[src/rtl/mul_4bits_seq.sv]
// Sequential 4x4 unsigned shift-add multiplier with a three-state FSM.
// fa_4bits is the shared ripple-carry adder used for each partial-product step.

module fa_4bits (
    input  logic [3:0] a,
    input  logic [3:0] b,
    input  logic       cin,
    output logic [3:0] sum,
    output logic       cout
);

    logic [4:0] carry;

    // NOTE: every variable driven here gets a value on every pass, so no latch is inferred.
    always_comb begin
        carry    = '0;
        sum      = '0;
        carry[0] = cin;
        for (int i = 0; i < 4; i++) begin
            sum[i]       = a[i] ^ b[i] ^ carry[i];
            carry[i + 1] = (a[i] & b[i]) | (carry[i] & (a[i] ^ b[i]));
        end
        cout = carry[4];
    end

endmodule

module mul_4bits_seq (
    input  logic       clk,
    input  logic       rst_n,
    input  logic       start,
    input  logic [3:0] i0,
    input  logic [3:0] i1,
    output logic       busy,
    output logic       done,
    output logic [7:0] product
);

    typedef enum logic [1:0] {
        ST_IDLE = 2'd0,
        ST_BUSY = 2'd1,
        ST_DONE = 2'd2
    } state_t;

    state_t     state;
    state_t     state_next;

    logic [3:0] mcand;    // A: multiplicand captured at start
    logic [3:0] mplier;   // Q: multiplier, shifted out one bit per step
    logic [3:0] acc;      // P: upper half of the running product
    logic [1:0] count;

    logic [3:0] add_sum;
    logic       add_cout;
    logic [3:0] step_hi;
    logic       step_c;
    logic [7:0] step;
    logic       last_step;

    fa_4bits u_adder (
        .a    (acc),
        .b    (mcand),
        .cin  (1'b0),
        .sum  (add_sum),
        .cout (add_cout)
    );

    // Add the multiplicand only when the current multiplier LSB is set, then shift {c,P,Q} right.
    always_comb begin
        step_c  = 1'b0;
        step_hi = acc;
        if (mplier[0]) begin
            step_c  = add_cout;
            step_hi = add_sum;
        end
        step      = {step_c, step_hi, mplier[3:1]};
        last_step = (count == 2'd3);
    end

    always_comb begin
        state_next = state;
        case (state)
            ST_IDLE: if (start) state_next = ST_BUSY;
            ST_BUSY: if (last_step) state_next = ST_DONE;
            ST_DONE: state_next = ST_IDLE;
            default: state_next = ST_IDLE;
        endcase
    end

    // NOTE: sequential state uses non-blocking assignments so every flop samples pre-edge values.
    always_ff @(posedge clk or negedge rst_n) begin
        if (!rst_n) begin
            state <= ST_IDLE;
            busy  <= 1'b0;
            done  <= 1'b0;
        end else begin
            state <= state_next;
            busy  <= (state_next == ST_BUSY);
            done  <= (state_next == ST_DONE);
        end
    end

    // NOTE: every datapath register is reset, so an aborted operation leaves no stale operands behind.
    always_ff @(posedge clk or negedge rst_n) begin
        if (!rst_n) begin
            mcand   <= '0;
            mplier  <= '0;
            acc     <= '0;
            count   <= '0;
            product <= '0;
        end else begin
            case (state)
                ST_IDLE: begin
                    if (start) begin
                        mcand  <= i0;
                        mplier <= i1;
                        acc    <= '0;
                        count  <= '0;
                    end
                end
                ST_BUSY: begin
                    acc    <= step[7:4];
                    mplier <= step[3:0];
                    count  <= count + 2'd1;
                    if (last_step) product <= step;
                end
                default: ;
            endcase
        end
    end

endmodule

[config.mk]
export PLATFORM = sky130hd
export DESIGN_NAME = mul_4bits_seq
export DESIGN_NICKNAME = d
export VERILOG_FILES = /design/src/rtl/mul_4bits_seq.sv
export SDC_FILE = /design/constraint.sdc
export NUM_CORES = 1
export LEC_CHECK = 0
export CELL_PAD_IN_SITES_DETAIL_PLACEMENT = 1
export CELL_PAD_IN_SITES_GLOBAL_PLACEMENT = 1
export CORE_ASPECT_RATIO = 0.9
export CORE_MARGIN = 1
export CORE_UTILIZATION = 40
export DETAILED_ROUTE_END_ITERATION = 7
export PLACE_DENSITY = 0.88
export SYNTH_ARGS = -nofsm -noshare
export SYNTH_HDL_FRONTEND = slang
export SYNTH_SLANG_ARGS = --single-unit
[constraint.sdc]
create_clock -name clk -period 2.4 [get_ports clk]
set_input_delay 0.48 -clock clk [delete_from_list [all_inputs] [get_ports clk]]
set_output_delay 0.48 -clock clk [all_outputs]
set_load 0.01 [all_outputs]
==> results.sh <==
export IMPL_status="finished clean"
export IMPL_cts_sinks=26
export IMPL_setup_ws_ns=0.191
export IMPL_drt_iter0_drc=27
export IMPL_routed_top_layer="met4"
export IMPL_wl_met3_um=106
export IMPL_syn_to_final_growth_pct=22.1
export IMPL_clkTransAtPathRegs_ns=0.13
export IMPL_ir_worst_vdd_mv=0.469
export IMPL_initial_core_util_pct=42.5
export IMPL_grt_pass1_wl_mm=4.15
export IMPL_fin_crit_sh_pct=92.0
export IMPL_syn_inst=98
export IMPL_placement_io_buffers=20
export IMPL_io_pins=21
export IMPL_die_w_um=59.4
export IMPL_yosysTopAreaCell="dfrtp_1"
export IMPL_cts_buffers=3
export IMPL_viasPerCell=4.99
export IMPL_wl_met1_mm=1.00
export IMPL_cts_resized=0
export IMPL_yosys_cell_types_count=22
export IMPL_gr_usage_all_layers_pct=18.5
export IMPL_maxCapViolCount=0
export IMPL_worstRegToRegCells=8
export IMPL_cp_required_ns=2.60
export IMPL_synth_edf_count=0
export IMPL_fp_dieH_um=53.7
export IMPL_hold_violations=0
export IMPL_place_hpwl_mm=1.81
export IMPL_post_route_cell_area_um2=1450
export IMPL_yosysTopAreaCellShare_pct=54.8
export IMPL_tightest_slew_ns=0.419
export IMPL_grt_max_degree=27
export IMPL_synth_seq_area_share_pct=54.8
export IMPL_holdBufCountCts=0
export IMPL_routabilityCongestion=0.818
export IMPL_leakagePower_uw=0.000664
export IMPL_fmax_ghz=0.453
export IMPL_tns_ns=0
export IMPL_period_needed_ns=2.21
export IMPL_grt_setup_unrepaired="false"
export IMPL_worst_setup_path_end_kind="flop"
export IMPL_setup_viol=0
export IMPL_hold_class="primary input to asynchronous set/reset pin"
export IMPL_ys_warn_count=0
export IMPL_rr_startpoint="mcand[0]$_DFFE_PN0P_"
export IMPL_synth_async_sr_flop_share_pct=100
export IMPL_firstDrtPassIters=4
export IMPL_slew_headroom_pct=72.1
export IMPL_cts_setup_buffers=0
export IMPL_placed_cell_area_um2=1430
export IMPL_synthFlopType="dfrtp_1"
export IMPL_cts_tree="built"
export IMPL_finalNetCount=137
export IMPL_dp_slack_ns=0.207
export IMPL_drt_total_wl_mm=2.35
export IMPL_syn_area_per_cell_um2=12.1
export IMPL_critPathArrivalTime_ns=2.41
export IMPL_clk_path_buf_depth=2
export IMPL_vias=794
export IMPL_ff2ff_setup_slack_ns=0.19
export IMPL_cts_htree_levels=1
export IMPL_syn_area_um2=1190
export IMPL_antenna_found_initial=0
export IMPL_wl_per_cell_um=14.8
export IMPL_cts_root_buf="clkbuf_4"
export IMPL_core_region_area_um2=2790
export IMPL_drive_above_1_share_pct=14.3
export IMPL_powerDensity_nw_per_um2=1320
export IMPL_slew_viol_final=0
export IMPL_worstSetupPathType="flop to flop"
export IMPL_wl_met2_mm=1.22
export IMPL_die_area_um2=3190
export IMPL_antennaDiodeCount=0
export IMPL_synthesis_nets=114
export IMPL_final_antenna_net_count=0
export IMPL_grt_pass1_vias=843
export IMPL_final_util_pct=51.9
export IMPL_drc=0
export IMPL_worstPathMaxFanout=2
export IMPL_synth_common_cells="26 x dfrtp_1, 12 x nand2_1, 10 x inv_1"
export IMPL_clock_latency_ns=0.32
export IMPL_reg2reg_to="acc[2]$_DFFE_PN0P_"
export IMPL_synth_area_leaders="dfrtp_1 55%, fa_1 5.1%, mux2_4 5.1%"
export IMPL_synth_most_common_cell="dfrtp_1"
export IMPL_overflow=0
export IMPL_rows=18
export IMPL_finalClockSkew_ns=0.00289
export IMPL_start_kind="flop"
export IMPL_ys_ff_latch=26
==> worst max path at each step <==
stage                               to                  from  depth (start not counted)  slack (ns)
floorplan           acc[2]$_DFFE_PN0P_    acc[0]$_DFFE_PN0P_                          8        0.33
global placement    acc[2]$_DFFE_PN0P_    acc[0]$_DFFE_PN0P_                          8        0.28
detailed placement  acc[2]$_DFFE_PN0P_    acc[0]$_DFFE_PN0P_                          8        0.21
CTS                 acc[2]$_DFFE_PN0P_    acc[0]$_DFFE_PN0P_                          8        0.18
global route        acc[2]$_DFFE_PN0P_  mcand[0]$_DFFE_PN0P_                          8        0.05
finish              acc[2]$_DFFE_PN0P_  mcand[0]$_DFFE_PN0P_                          8        0.19
==> layout by cell type (no fill, tap or decap), types with 2 or more instances in the layout <==
cell,n
clkdlybuf4s50_1,20
o22ai_1,7
nor2_1,2
nand2_1,12
clkbuf_4,3
dfrtp_1,26
mux2_4,4
fa_1,3
ha_1,2
o21ai_0,7
mux2i_1,2
mux2_2,4
o21ai_1,4
inv_1,10
a21oi_1,5
==> routing by layer <==
layer  global-route usage [%]  up-vias
met3                     5.29        4
met1                     21.2      395
met4                     5.95        0
met5                        0        -
li1                         -      375
met2                     33.3       20
==> worst max-delay path, cell delays in order, from the launching register on <==
cell,delay (ns)
dfrtp_1,0.39
ha_1,0.15
inv_1,0.05
fa_1,0.37
fa_1,0.37
inv_1,0.08
fa_1,0.41
mux2i_1,0.19
o21ai_0,0.10
==> flip-flops by register name, indices dropped and copies added (netlist names) <==
register,count
product,8
done,1
mplier,4
state,2
mcand,4
busy,1
acc,4
count,2
==> power by group <==
| part | total, µW | switching, µW | internal (µW) |
|---|---|---|---|
| combinational | 916 | 442 | 474 |
| clock | 182 | 123 | 58.8 |
| sequential | 821 | 178 | 643 |
| total | 1920 | 744 | 1180 |
==> cells by family (layout without fill, tap and decap cells) <==
logic type,count (synthesis),count (layout),synth area share [%]
compound gates,26,26,13.4
fa+ha+maj,5,5,7.17
buf+inv,13,34,4.64
flops,26,26,54.8
mux,10,10,10.5
simple gates,18,18,9.48
==> per-stage QoR <==
| step | hold slack [ns] | std cells | power (µW) |
|---|---|---|---|
| 5_1_grt | 0.537 | 159 | 2110 |
| 2_1_floorplan | 0.184 | 98 | 1420 |
| 3_5_place_dp | 0.481 | 156 | 1770 |
| 3_3_place_gp | 0.467 | 156 | 1680 |
| 6_report | 0.507 | 159 | 1920 |
| 4_1_cts | 0.511 | 159 | 1950 |
==> final cells by class <==
class | instances | area [µm²]
clock buffer | 3 | 22.5
fill | 328 | 1340
tap | 40 | 50.0
multi-input combinational | 59 | 482
sequential | 26 | 651
timing repair buffer | 21 | 208
inverter | 10 | 37.5
Power figures use the tool's default switching activity.
